[src/rtl/mul16_seq_pkg.sv]
// Shared definitions for the sequential 16x16 multiplier: FSM encoding,
// step count and the byte-pair schedule used to drive the 8x8 array.
package mul16_seq_pkg;

  typedef enum logic [1:0] {
    ST_IDLE = 2'd0,
    ST_MUL  = 2'd1,
    ST_FIN  = 2'd2
  } state_t;

  localparam int MUL_STEPS = 4;
  localparam int STEP_W    = $clog2(MUL_STEPS);

  // Which byte of each magnitude feeds the 8x8 array in a given step.
  typedef struct packed {
    logic hi_a;
    logic hi_b;
  } pair_t;

  // Step order (i,j) = (0,0),(1,0),(0,1),(1,1): low partial product first.
  function automatic pair_t pair_sel(input logic [STEP_W-1:0] step);
    pair_t p;
    case (step)
      2'd0:    p = '{hi_a: 1'b0, hi_b: 1'b0};
      2'd1:    p = '{hi_a: 1'b1, hi_b: 1'b0};
      2'd2:    p = '{hi_a: 1'b0, hi_b: 1'b1};
      2'd3:    p = '{hi_a: 1'b1, hi_b: 1'b1};
      default: p = '{hi_a: 1'b0, hi_b: 1'b0};
    endcase
    return p;
  endfunction

  // Left shift applied to a partial product: 8*(i+j), i.e. 0, 8 or 16.
  function automatic logic [4:0] pair_shift(input pair_t p);
    return {p.hi_a & p.hi_b, p.hi_a ^ p.hi_b, 3'b000};
  endfunction

  // Magnitude of a 16-bit value; 0x8000 maps to 0x8000, which is still
  // the correct unsigned magnitude.
  function automatic logic [15:0] mag16(input logic [15:0] v, input logic en);
    return (en && v[15]) ? (~v + 16'd1) : v;
  endfunction

endpackage

[src/rtl/mul16_seq_if.sv]
// Request/result bundle between the decode stage and the multiplier.
//
// Handshake: start is a request qualified by busy==0 in the same cycle;
// a, b and signed_op are captured only on that accepted cycle. There is
// no back-pressure on the result: done pulses for one cycle when hi/lo
// hold the new product, and hi/lo then hold until the next product.
interface mul16_seq_if;
  import mul16_seq_pkg::*;

  logic        start;
  logic        signed_op;
  logic [15:0] a;
  logic [15:0] b;
  logic        busy;
  logic        done;
  logic [15:0] hi;
  logic [15:0] lo;

  modport master (
    output start, signed_op, a, b,
    input  busy, done, hi, lo
  );

  modport slave (
    input  start, signed_op, a, b,
    output busy, done, hi, lo
  );

endinterface

[src/rtl/mul16_seq_wallace.sv]
// 8x8 unsigned combinational Wallace-tree multiplier. Eight partial
// product rows are reduced with 3:2 carry-save stages down to two rows,
// then a single carry-propagate add produces the 16-bit product. All
// rows are kept 16 bits wide; the true product never exceeds 16 bits so
// nothing meaningful is lost to truncation.
module wallace (
  input  logic [7:0]  x,
  input  logic [7:0]  y,
  output logic [15:0] p
);

  logic [15:0] pp [8];
  logic [15:0] s0, c0, s1, c1, s2, c2, s3, c3, s4, c4, s5, c5;

  // 3:2 compressor on whole rows: returns {carry_row, sum_row}.
  function automatic logic [31:0] csa(input logic [15:0] u,
                                      input logic [15:0] v,
                                      input logic [15:0] w);
    logic [15:0] s;
    logic [15:0] c;
    s = u ^ v ^ w;
    c = ((u & v) | (u & w) | (v & w)) << 1;
    return {c, s};
  endfunction

  // Partial products: row r is x shifted by r, gated by y[r].
  always_comb begin
    for (int r = 0; r < 8; r++) begin
      pp[r] = y[r] ? ({8'b0, x} << r) : 16'd0;
    end
  end

  // Reduction tree 8 -> 6 -> 4 -> 3 -> 2 rows, then final add.
  always_comb begin
    {c0, s0} = csa(pp[0], pp[1], pp[2]);
    {c1, s1} = csa(pp[3], pp[4], pp[5]);
    {c2, s2} = csa(s0, c0, s1);
    {c3, s3} = csa(c1, pp[6], pp[7]);
    {c4, s4} = csa(s2, c2, s3);
    {c5, s5} = csa(s4, c4, c3);
    p        = s5 + c5;
  end

endmodule

[src/rtl/mul16_seq.sv]
// Sequential 16x16 multiplier. Operand magnitudes are latched on start,
// the 8x8 array is fed one byte pair per cycle for four cycles, the
// shifted partial products accumulate into a 32-bit register, and the
// sign is restored in one final cycle before done pulses.
module mul16_seq
  import mul16_seq_pkg::*;
#(
  parameter bit SIGNED_EN = 1'b1
) (
  input  logic          clk,
  input  logic          reset,
  mul16_seq_if.slave    bus,
  output state_t        dbg_state
);

  localparam logic [STEP_W-1:0] LAST_STEP = STEP_W'(MUL_STEPS - 1);

  state_t              state;
  logic [STEP_W-1:0]   step;
  logic [15:0]         mag_a;
  logic [15:0]         mag_b;
  logic                neg;
  logic [31:0]         acc;
  logic [31:0]         prod_q;
  logic                busy_q;
  logic                done_q;

  pair_t               pair;
  logic [7:0]          byte_a;
  logic [7:0]          byte_b;
  logic [15:0]         pp;
  logic [31:0]         acc_sum;
  logic [31:0]         acc_fixed;
  logic                sgn;

  // Signed interpretation only when the build allows it.
  assign sgn = SIGNED_EN & bus.signed_op;

  // Byte selection for the current step and the accumulate/sign-fix paths.
  always_comb begin
    pair      = pair_sel(step);
    byte_a    = pair.hi_a ? mag_a[15:8] : mag_a[7:0];
    byte_b    = pair.hi_b ? mag_b[15:8] : mag_b[7:0];
    acc_sum   = acc + ({16'b0, pp} << pair_shift(pair));
    acc_fixed = neg ? (~acc + 32'd1) : acc;
  end

  wallace u_wallace (
    .x (byte_a),
    .y (byte_b),
    .p (pp)
  );

  // Control FSM with operand capture, accumulation and result registers.
  always_ff @(posedge clk) begin
    if (reset) begin
      state  <= ST_IDLE;
      step   <= '0;
      mag_a  <= '0;
      mag_b  <= '0;
      neg    <= 1'b0;
      acc    <= '0;
      prod_q <= '0;
      busy_q <= 1'b0;
      done_q <= 1'b0;
    end else begin
      done_q <= 1'b0;
      case (state)
        ST_IDLE: begin
          if (bus.start) begin
            mag_a  <= mag16(bus.a, sgn);
            mag_b  <= mag16(bus.b, sgn);
            neg    <= sgn & (bus.a[15] ^ bus.b[15]);
            acc    <= '0;
            step   <= '0;
            state  <= ST_MUL;
            busy_q <= 1'b1;
          end
        end
        ST_MUL: begin
          acc  <= acc_sum;
          step <= step + STEP_W'(1);
          if (step == LAST_STEP) begin
            state <= ST_FIN;
          end
        end
        ST_FIN: begin
          prod_q <= acc_fixed;
          state  <= ST_IDLE;
          busy_q <= 1'b0;
          done_q <= 1'b1;
        end
        default: begin
          state  <= ST_IDLE;
          busy_q <= 1'b0;
        end
      endcase
    end
  end

  assign bus.busy  = busy_q;
  assign bus.done  = done_q;
  assign bus.hi    = prod_q[31:16];
  assign bus.lo    = prod_q[15:0];
  assign dbg_state = state;

endmodule

[src/flat_wrapper.sv]
// flat-port wrapper written by rule: the top's interface ports become plain ports
module mul16_seq_flat import mul16_seq_pkg::*;
#(
  parameter bit SIGNED_EN = 1'b1
)
  (clk, reset, dbg_state, bus_start, bus_signed_op, bus_a, bus_b, bus_busy, bus_done, bus_hi, bus_lo);
  mul16_seq_if bus_i ();
  input  logic clk;
  input  logic reset;
  output state_t dbg_state;
  input wire logic [$bits(bus_i.start)-1:0] bus_start;
  input wire logic [$bits(bus_i.signed_op)-1:0] bus_signed_op;
  input wire logic [$bits(bus_i.a)-1:0] bus_a;
  input wire logic [$bits(bus_i.b)-1:0] bus_b;
  output wire logic [$bits(bus_i.busy)-1:0] bus_busy;
  output wire logic [$bits(bus_i.done)-1:0] bus_done;
  output wire logic [$bits(bus_i.hi)-1:0] bus_hi;
  output wire logic [$bits(bus_i.lo)-1:0] bus_lo;
  assign bus_i.start = bus_start;
  assign bus_i.signed_op = bus_signed_op;
  assign bus_i.a = bus_a;
  assign bus_i.b = bus_b;
  assign bus_busy = bus_i.busy;
  assign bus_done = bus_i.done;
  assign bus_hi = bus_i.hi;
  assign bus_lo = bus_i.lo;
  mul16_seq #(.SIGNED_EN(SIGNED_EN)) u_core (.clk(clk), .reset(reset), .bus(bus_i), .dbg_state(dbg_state));
endmodule
[config.mk]
export PLATFORM = sky130hd
export DESIGN_NAME = mul16_seq_flat
export DESIGN_NICKNAME = d
export VERILOG_FILES = /design/src/rtl/mul16_seq_pkg.sv /design/src/rtl/mul16_seq_if.sv /design/src/rtl/mul16_seq_wallace.sv /design/src/rtl/mul16_seq.sv /design/src/flat_wrapper.sv
export SDC_FILE = /design/constraint.sdc
export NUM_CORES = 1
export LEC_CHECK = 0
export BUFFER_PORTS_ARGS = -buffer_cell sky130_fd_sc_hd__buf_4
export CAP_MARGIN = 10
export CORE_MARGIN = 5
export CORE_UTILIZATION = 37
export DETAILED_ROUTE_END_ITERATION = 10
export PLACE_DENSITY = 0.52
export SLEW_MARGIN = 20
export SYNTH_ARGS = -nofsm -noshare
export SYNTH_HDL_FRONTEND = slang
export SYNTH_SLANG_ARGS = --single-unit
[constraint.sdc]
create_clock -name clk -period 10.7 [get_ports clk]
set_input_delay 1.605 -clock clk [delete_from_list [all_inputs] [get_ports clk]]
set_output_delay 1.605 -clock clk [all_outputs]
set_load 0.05 [all_outputs]
==> run summary, run 1 <==
==========================================================================================
Worst-margin pin slew                                                               970 ps
TNS Setup                                                                             0 ps
Starting density of the core                                                         37.5%
Detailed-router iteration count before antenna repair                                    5
Synthesized instance count                                                            1105
Placer congestion estimate                                                           0.879
Average vias per placed instance                                                      5.35
Routed length per instance                                                         17.0 µm
Worst-Skew Late Latency                                                             370 ps
FILL cells                                                                            2482
Cell area after synthesis                                                         8780 µm²
Maximum vdd drop                                                                 0.0616 mV
Min-Delay Path Class                                                          flop to flop
Post-synthesis net count                                                              1244
DRC violations left                                                                      0
Yosys Warn Count                                                                         0
All-Layer GR Usage                                                                   18.9%
ANT nets after route                                                                     0
Number of global-route vias before repair                                             7816
Most frequently used flop master after synthesis                              sky130_fd_sc_hd__dfxtp_1
Crit path DAT                                                                      9060 ps
Area fraction of the dominant cell type after synthesis                              23.5%
Routed via count                                                                      7883
IO buf count                                                                            71
First-pass GRT wire length                                                        40600 µm
Clock tree from TritonCTS                                                            built
Startpoint kind of the worst setup timing path                                        flop
Stage delay of the slowest cell on the critical path                                690 ps
Sequential area share after synthesis                                                23.5%
Normalized max-slew margin                                                           35.4%
Final WL                                                                          25100 µm
Fmax achieved                                                                      114 MHz
Slowest cell on the critical path                                             sky130_fd_sc_hd__ha_1
Global-route congestion overflow total                                                   0
Crit path required time                                                           11020 ps
# IOs                                                                                   72
Reg2reg start                                                                 u_core.step[0]
CTS HTree Levels                                                                         3
Leading cell types by total area after synthesis                              sky130_fd_sc_hd__dfxtp_1 23%, sky130_fd_sc_hd__fa_1 9.1%, sky130_fd_sc_hd__ha_1 9.0%
Die Span Y                                                                          164 µm
Core area                                                                        23400 µm²
Post-detail-place hpwl                                                            19700 µm
Number of synthesized register bits                                                    103
RSZ-0062 raised after global routing                                                 false
Number of enable-type register cells in the synthesized netlist                          0
CP Capture Type                                                                       flop
Static Leakage                                                                     4.30 nW
Final setup slack of the worst path                                                1960 ps
Critical setup path kind                                                      flop to flop
Post-CTS Repair Setup Buffers                                                            0
Final period utilization                                                             81.7%
Layout Nets                                                                           1289
Power per cell area                                                             106 nW/µm²
Pin count of the biggest net entering global routing                                    88
Clock root cell                                                               sky130_fd_sc_hd__clkbuf_16
Total count of hold-check failures in the final report                                   0
Post-synthesis average cell area                                                  7.95 µm²
Async set-reset flop share out of synthesis                                             0%
Pre-CTS worst setup slack                                                          1940 ps
Min cycle time layout                                                              8740 ps
Die outline width                                                                   164 µm
Most used cell along the critical path                                        sky130_fd_sc_hd__fa_1
Top cell type by total area after synthesis                                   sky130_fd_sc_hd__dfxtp_1
Max Clock Skew                                                                     16.4 ps
Number of instances resized during post-cts repair                                       0
Maximum fanout count along the critical path                                            21
Initial antenna violation count                                                          0
Clock edge transition at the registers on the reported setup and hold paths          90 ps
Share of final-layout standard cells stronger than drive strength 1                  11.3%
Status                                                                        complete, no violations
Die ar.                                                                          26900 µm²
Number of buffers added by the clock tree synthesis step                                 9
Number of buffers on the longest clock path                                              2
Number of max-capacitance violations reported                                            0
Number of buffers added to fix hold violations after cts                                 0
Start point of the critical path                                              u_core.step[0]
FP Rows                                                                                 56
Clock Sinks                                                                            103
Number of diodes                                                                         0
Number of distinct library cells after synthesis                                        75
Layout area overhead                                                                 12.9%
Max-slew violations                                                                      0
Worst Min Path Start                                                          u_core.prod_q[30]
Drt first-iter violations                                                              517
Total setup violations reported at the end of the flow                                   0
==========================================================================================
-- logic make-up (layout without fill, tap and decap cells) --
group,count (synthesis),count (layout),share of synthesized area [%]
compound gates,300,300,22.4
xor+xnor,68,68,6.78
fa+ha+maj,103,103,18.1
buf+inv,110,160,4.89
flops,103,103,23.5
mux,26,26,3.04
simple gates,395,395,21.3
-- report_power, final --
group / switching [mW] / internal (mW) / total, mW
sequential: 0.0172 / 0.398 / 0.416
clock: 0.174 / 0.164 / 0.338
combinational: 0.187 / 0.112 / 0.299
total: 0.378 / 0.674 / 1.05
-- path summary, 6_finish.rpt --
kind                  endpoint  slack, ps  depth (start not counted)
max reg2reg     u_core.acc[29]       1960                         28
max             u_core.acc[29]       1960                         28
min reg2reg  u_core.prod_q[30]        450                          2
min          u_core.prod_q[30]        450                          2
-- registers in the layout, indices dropped and copies added, names as in the netlist --
| register | count |
|---|---|
| u_core.acc | 32 |
| u_core.prod_q | 32 |
| u_core.mag_a | 16 |
| u_core.mag_b | 16 |
| u_core.dbg_state | 2 |
| u_core.step | 2 |
| u_core.bus.busy | 1 |
| u_core.bus.done | 1 |
| u_core.neg | 1 |
-- worst max-delay path: cells and delay by family, from the launching register on --
family / cells / cell delay (ps)
fa+ha+maj: 7 / 3440
simple gates: 8 / 1900
compound gates: 8 / 1790
mux: 1 / 600
flops: 1 / 400
buf+inv: 3 / 330
xor+xnor: 1 / 240
-- through the flow --
step           util, %  total power, mW  hold slack (ps)  cells  cell area, µm²
6_report          42.3             1.05              453   1474            9910
5_1_grt           42.3             1.11              475   1474            9910
4_1_cts           42.3             1.06              457   1473            9890
3_5_place_dp      41.0            0.725              447   1457            9600
3_3_place_gp      41.0            0.725              442   1457            9600
2_1_floorplan        -            0.633              431   1105            8780
-- cell usage after synthesis (all sizes together), types with 14 or more instances --
library cell  instances
nand3                27
xnor2                22
nand2                97
inv                  62
dfxtp               103
o31ai                14
a21oi                77
ha                   63
clkbuf               43
xor2                 46
a211oi               42
or3                  19
fa                   40
a21o                 20
nor3                 17
mux2i                21
nor2                154
o21ai                69
-- cells in the final DEF (no fill, tap or decap), types with 21 or more instances in the layout --
cell / n
sky130_fd_sc_hd__buf_4: 81
sky130_fd_sc_hd__fa_1: 40
sky130_fd_sc_hd__nand2_1: 95
sky130_fd_sc_hd__nor2_1: 154
sky130_fd_sc_hd__ha_1: 63
sky130_fd_sc_hd__inv_1: 62
sky130_fd_sc_hd__xnor2_1: 22
sky130_fd_sc_hd__o21ai_0: 68
sky130_fd_sc_hd__a211oi_1: 41
sky130_fd_sc_hd__mux2i_1: 21
sky130_fd_sc_hd__a21oi_1: 77
sky130_fd_sc_hd__dfxtp_1: 103
sky130_fd_sc_hd__xor2_1: 46
sky130_fd_sc_hd__nand3_1: 27
-- metal layers --
metal  GRT usage, %  share of wire (%)
met2           34.2                 50
met1           23.4                 45
met5              0                  0
met3           2.16                2.7
met4           6.06                2.2
-- final cells by class --
class / instances / area (µm²) / share of cell area (%)
tap: 319 / 399 / 4.03
timing repair buffer: 82 / 628 / 6.34
clock inverter: 6 / 58.8 / 0.593
clock buffer: 10 / 229 / 2.31
inverter: 62 / 233 / 2.35
sequential: 103 / 2060 / 20.8
multi-input combinational: 892 / 6300 / 63.6
No activity file was read; power rests on OpenSTA's default activity.
==> run 2: changes to the inputs <==
- PLACE_DENSITY: 0.52 -> 0.54
- clock period: 10.7 -> 7.69 ns (I/O delays scaled with it)
==> run 2 against run 1 <==
  * Critical path depth increased by 2
  * Critical path type unchanged
  * Routed wire length decreased by 3.6%
  * Worst hold slack about the same
  * Maximum frequency increased by 19%
  * First-iteration DRC count decreased by 24%
  * Count of clock-buffer cells in the layout decreased by 1
  * Global-route usage decreased by 0.57 points
  * Sequential share of layout area decreased by 0.58 points
  * Sequential power increased by 39%
==> run summary, run 2 (synthesis results as in run 1) <==
==========================================================================================
Placed Cells incl. Taps                                                               1478   +1.4%
CTS HTree Levels                                                                         3   unchanged
Total count of hold-check failures in the final report                                   0   unchanged
Initial antenna violation count                                                          0   unchanged
Crit path DAT                                                                      7580 ps   -1480 ps
Min-Delay Path Class                                                          flop to flop
Routed length per instance                                                         16.1 µm   -5.2%
Critical setup path kind                                                      flop to flop
Drt first-iter violations                                                              395   -24%
Final WL                                                                          24200 µm   -3.6%
Clock tree from TritonCTS                                                            built
Clock edge transition at the registers on the reported setup and hold paths          80 ps   about the same
Count of non-filler cells in the finished layout                                      1498   +1.6%
TNS Setup                                                                             0 ps   unchanged
IO buf count                                                                            71   unchanged
Die outline width                                                                   164 µm   unchanged
Total setup violations reported at the end of the flow                                   0   unchanged
Worst-Skew Late Latency                                                             360 ps   about the same
Number of max-capacitance violations reported                                            0   unchanged
Overall power of the completed layout                                              1.49 mW   +42%
Stage delay of the slowest cell on the critical path                                540 ps   -150 ps
Maximum vdd drop                                                                  0.110 mV   +79%
Clock Sinks                                                                            103   unchanged
Most common cell after layout, fill and taps aside                            sky130_fd_sc_hd__nor2_1
Pin count of the biggest net entering global routing                                    62   -30%
Min cycle time layout                                                              7320 ps   -1430 ps
First-pass GRT wire length                                                        39800 µm   -1.9%
Fmax achieved                                                                      137 MHz   +19%
Number of buffers added by the clock tree synthesis step                                 9   unchanged
Max-slew violations                                                                      0   unchanged
Layout area overhead                                                                 16.2%
Maximum fanout count along the critical path                                            10   -52%
Starting density of the core                                                         37.5%   unchanged
Die Span Y                                                                          164 µm   unchanged
Post-detail-place hpwl                                                            19300 µm   -2.0%
ANT nets after route                                                                     0   unchanged
Final period utilization                                                             95.2%   +13 points
Layout Nets                                                                           1313   +1.9%
Core area                                                                        23400 µm²   unchanged
Pre-CTS worst setup slack                                                         -49.9 ps   -1990 ps
Top flop regs                                                                 u_core.acc (32), u_core.prod_q (32)
DRC violations left                                                                      0   unchanged
Static Leakage                                                                     4.44 nW   +3.3%
Placer congestion estimate                                                           0.879   about the same
Die ar.                                                                          26900 µm²   unchanged
Most used cell along the critical path                                        sky130_fd_sc_hd__fa_1
WHS Path Cells                                                                           2   unchanged
All-Layer GR Usage                                                                   18.3%   -0.57 points
Clock root cell                                                               sky130_fd_sc_hd__clkbuf_16
Global-route congestion overflow total                                                   0   unchanged
Detailed-router iteration count before antenna repair                                    5   unchanged
Worst Hold Path EP                                                            u_core.prod_q[27]
Reg2reg start                                                                 u_core.step[1]
Max Clock Skew                                                                     14.0 ps   -2.36 ps
Worst-margin pin slew                                                               948 ps   -21.8 ps
Number of buffers added to fix hold violations after cts                                 0   unchanged
Slowest cell on the critical path                                             sky130_fd_sc_hd__fa_1
Number of diodes                                                                         0   unchanged
Worst reg2reg endpoint                                                        u_core.acc[28]
CP Capture Type                                                                       flop
Most frequent cells in the layout                                             153 x sky130_fd_sc_hd__nor2_1, 103 x sky130_fd_sc_hd__buf_4, 102 x sky130_fd_sc_hd__dfxtp_1
Normalized max-slew margin                                                           36.8%   +1.5 points
Power per cell area                                                             146 nW/µm²   +37%
Worst Min Path Start                                                          u_core.prod_q[27]
Share of final-layout standard cells stronger than drive strength 1                  14.1%   +2.8 points
Number of buffers on the longest clock path                                              2   unchanged
FP Rows                                                                                 56   unchanged
Status                                                                        complete, no violations
Register-to-Register Path Depth                                                         30   +7.1%
Routed via count                                                                      7956   +0.93%
Number of global-route vias before repair                                             7627   -2.4%
Crit path required time                                                            7950 ps   -3070 ps
# IOs                                                                                   72   unchanged
Average vias per placed instance                                                      5.31   -0.69%
Final setup slack of the worst path                                                 371 ps   -1580 ps
Startpoint kind of the worst setup timing path                                        flop
Reg-to-reg setup timing slack                                                       370 ps   -1580 ps
==========================================================================================
==> run 2: per-layer routing <==
layer / track usage, % / wire length [µm] / vias up
li1: - / - / 4069
met1: 23.5 / 10900 / 3732
met2: 33.1 / 12100 / 136
met3: 2.43 / 799 / 19
met4: 3.47 / 334 / 0
met5: 0 / 0 / -
==> run 2: repair_timing <==
action	CTS	global route
setup buffers	0	3
setup endpoints to repair	1	13
gates resized for setup	2	14
pin swaps	0	2
==> run 2: how the worst max path moves through the flow <==
| stage | depth (start not counted) | endpoint | from |
|---|---|---|---|
| 2_1_floorplan | 29 | u_core.acc[29] | u_core.step[0] |
| 3_3_place_gp | 30 | u_core.acc[29] | u_core.step[0] |
| 3_5_place_dp | 30 | u_core.acc[29] | u_core.step[0] |
| 4_1_cts | 30 | u_core.acc[29] | u_core.step[0] |
| 5_1_grt | 29 | u_core.acc[29] | u_core.step[1] |
| 6_report | 30 | u_core.acc[28] | u_core.step[1] |
==> run 2: report_power, final <==
part,internal (mW),switching [mW]
combinational,0.172,0.264
clock,0.233,0.242
sequential,0.554,0.0239
==> run 2: layout make-up <==
cell class              count  area (µm²)
fillers                  2455       13200
multi-input cells         892        6370
flip-flops and latches    103        2060
repair buffers            106         825
well taps                 319         399
inverters                  62         233
clock buffers               9         225
clock inverters             7        85.1
==> run 2: critical path: cells and delay by family (launching register included) <==
family	cells	cell delay [ps]
adders and majority gates	7	2860
AOI/OAI and AO/OA	9	1760
xor gates and xnor gates	1	150
muxes	1	250
DFF	1	370
and+or+nand+nor	8	1350
buffers and inverters	4	490
==> run 2: through the flow <==
step                utilization [%]  hold slack (ps)  instance area, µm²
floorplan                         -              431                8780
global placement               41.8              441                9770
global route                   43.6              479               10200
finish                         43.6              453               10200
detailed placement             41.8              445                9770
CTS                            43.1              457               10100
==> run 3: changes to the inputs <==
- BUFFER_PORTS_ARGS: -buffer_cell sky130_fd_sc_hd__buf_4 -> -buffer_cell sky130_fd_sc_hd__buf_2
==> run 3 against run 2 <==
  * Combinational power shrank 1%
  * Global-route usage hardly changed
  * Total power shrank 1.0%
  * Worst hold slack got worse by 5.8 ps
  * Maximum frequency rose by 0.43%
  * Sequential share of layout area rose by 0.33 points
  * Largest cell class unchanged
  * Critical path depth grew 1
  * Count of clock-buffer cells in the layout stayed put
  * Non-clock buffer count up 1
  * Utilization fell by 0.69 points
  * Sequential power about the same
  * Via count is 0.47% higher
==> run summary, run 3 (synthesis results as in run 1) <==
==========================================================================================
Status                                                                        complete, no violations
Static Leakage                                                                     4.41 nW   -0.53%
CP Capture Type                                                                       flop
Max-slew violations                                                                      0   unchanged
Number of buffers on the longest clock path                                              2   unchanged
Number of global-route vias before repair                                             7724   +1.3%
Routed metal-1 wirelength                                                         10900 µm   about the same
Starting density of the core                                                         37.5%   unchanged
Seq pwr share                                                                        39.2%   +0.4 points
First-pass GRT wire length                                                        39800 µm   about the same
Layout area overhead                                                                 14.4%
Average vias per placed instance                                                      5.33   +0.40%
Max Clock Skew                                                                     16.0 ps   +1.95 ps
All-Layer GR Usage                                                                   18.3%   -0.030 points
ANT nets after route                                                                     0   unchanged
Detailed-router iteration count before antenna repair                                    7   +2
Routed length per instance                                                         16.3 µm   +0.91%
Startpoint kind of the worst setup timing path                                        flop
Most common cell after layout, fill and taps aside                            sky130_fd_sc_hd__nor2_1
Total setup violations reported at the end of the flow                                   0   unchanged
Die Span Y                                                                          164 µm   unchanged
Normalized max-slew margin                                                           37.9%   +1.1 points
Placer congestion estimate                                                           0.914   +3.9%
Number of buffers added to fix hold violations after cts                                 0   unchanged
Reg2reg start                                                                 u_core.step[0]
Layout Nets                                                                           1314   +0.076%
Share of final-layout standard cells stronger than drive strength 1                  14.3%   +0.24 points
Final period utilization                                                             94.8%   -0.41 points
Combinational cell fraction of total power                                           29.2%   about the same
Topmost layer with routed signal wires                                                met4
Worst-margin pin slew                                                               928 ps   -19.4 ps
Routed via count                                                                      7993   +0.47%
Detailed route wirelength on metal2                                               12300 µm   +1.1%
Share of total power consumed by net switching                                       35.6%   -0.039 points
Crit path DAT                                                                      7600 ps   +20 ps
WHS Path Cells                                                                           2   unchanged
Die outline width                                                                   164 µm   unchanged
DRC violations left                                                                      0   unchanged
Number of buffers added by the clock tree synthesis step                                 9   unchanged
Switching Power                                                                   0.524 mW   -1.1%
FP Rows                                                                                 56   unchanged
Drt first-iter violations                                                              408   +3.3%
Initial antenna violation count                                                          0   unchanged
Footprint of the multi-input gates                                                6390 µm²   +0.37%
IO buf count                                                                            71   unchanged
Post-placement cell area                                                          9570 µm²   -2.0%
Fmax achieved                                                                      137 MHz   +0.43%
Met3 wire length                                                                    820 µm   +2.6%
Register-to-Register Path Depth                                                         31   +3.3%
Stage delay of the slowest cell on the critical path                                540 ps   about the same
# IOs                                                                                   72   unchanged
Min cycle time layout                                                              7290 ps   -31.2 ps
FILL cells                                                                            2437   -0.73%
Most frequent cells in the layout                                             152 x sky130_fd_sc_hd__nor2_1, 102 x sky130_fd_sc_hd__dfxtp_1, 95 x sky130_fd_sc_hd__nand2_1
Global-route congestion overflow total                                                   0   unchanged
Min-Delay Path Class                                                          flop to flop
Final WL                                                                          24400 µm   +0.98%
Area taken by flip-flops and latches                                              2060 µm²   unchanged
Maximum vdd drop                                                                 0.0909 mV   -18%
Design Area, Final                                                               10000 µm²   -1.6%
Die ar.                                                                          26900 µm²   unchanged
Core area                                                                        23400 µm²   unchanged
Post-detail-place hpwl                                                            19200 µm   -0.57%
Most used cell along the critical path                                        sky130_fd_sc_hd__fa_1
Number of max-capacitance violations reported                                            0   unchanged
Number of diodes                                                                         0   unchanged
Pin count of the biggest net entering global routing                                    62   unchanged
Critical setup path kind                                                      flop to flop
Clock edge transition at the registers on the reported setup and hold paths          80 ps   about the same
Total count of hold-check failures in the final report                                   0   unchanged
Worst-Skew Late Latency                                                             370 ps   about the same
Internal Dissipation                                                              0.950 mW   -0.97%
Clock tree from TritonCTS                                                            built
Clock root cell                                                               sky130_fd_sc_hd__clkbuf_16
Proportion of power drawn by the clock network                                       31.6%   -0.3 points
Slowest cell on the critical path                                             sky130_fd_sc_hd__fa_1
Top flop regs                                                                 u_core.acc (32), u_core.prod_q (32)
Final worst hold slack                                                              448 ps   -5.77 ps
Crit path required time                                                            8000 ps   +50 ps
Start point of the critical path                                              u_core.step[0]
Maximum fanout count along the critical path                                             6   -4
CTS HTree Levels                                                                         3   unchanged
Power per cell area                                                             147 nW/µm²   +0.56%
Worst Min Path Start                                                          u_core.prod_q[27]
Clock Sinks                                                                            103   unchanged
Overall power of the completed layout                                              1.47 mW   -1.0%
==========================================================================================
-- run 3: critical path: cells and delay by family, from the launching register on --
family,cells,cell delay [ps]
buf+inv,6,610
compound gates,8,1270
fa+ha+maj,7,2820
flops,1,360
simple gates,8,1740
mux,1,190
xor+xnor,1,230
-- run 3: power by group through the flow --
stage          logic [mW]  registers (mW)  clock network, mW
5_1_grt             0.480           0.582              0.501
6_report            0.430           0.578              0.465
4_1_cts             0.427           0.578              0.480
3_5_place_dp        0.425           0.591                  0
2_1_floorplan       0.296           0.584                  0
3_3_place_gp        0.421           0.591                  0
-- run 3: metrics by stage --
stage | setup slack [ps] | utilization, % | cells | setup TNS [ps]
3_3_place_gp | -3.82 | 40.9 | 1475 | -3.82
3_5_place_dp | -154 | 40.9 | 1475 | -195
5_1_grt | -10.4 | 42.9 | 1499 | -22.0
4_1_cts | 70.0 | 42.3 | 1491 | 0
6_report | 403 | 42.9 | 1499 | 0
2_1_floorplan | 34.5 | - | 1105 | 0
-- run 3: routing by layer --
layer / GRT usage (%) / vias up
met5: 0 / -
met4: 4.99 / 0
met3: 2.69 / 24
met2: 33.2 / 142
met1: 22.5 / 3753
li1: - / 4074
-- run 3: worst paths after layout --
path	endpoint	slack, ps
worst max-delay path	u_core.acc[29]	400
worst min-delay path	u_core.prod_q[27]	450
worst max register to register	u_core.acc[29]	400
worst min register to register	u_core.prod_q[27]	450
-- run 3: cell type report --
type,instances,share of cell area [%]
Timing Repair Buffer,107,6.49
Tap cell,319,3.98
Clock buffer,9,2.24
Sequential cell,103,20.6
Clock inverter,7,0.723
Multi-Input combinational cell,892,63.7
Inverter,62,2.32
-- run 3: timing repair --
| item | CTS | global route |
|---|---|---|
| endpoints found under the setup margin | 2 | 14 |
| setup buffers | 0 | 6 |
| gates cloned | 0 | 1 |
| endpoints found under the hold margin | 0 | 0 |
| pin swaps | 0 | 6 |
| resized for setup | 4 | 16 |
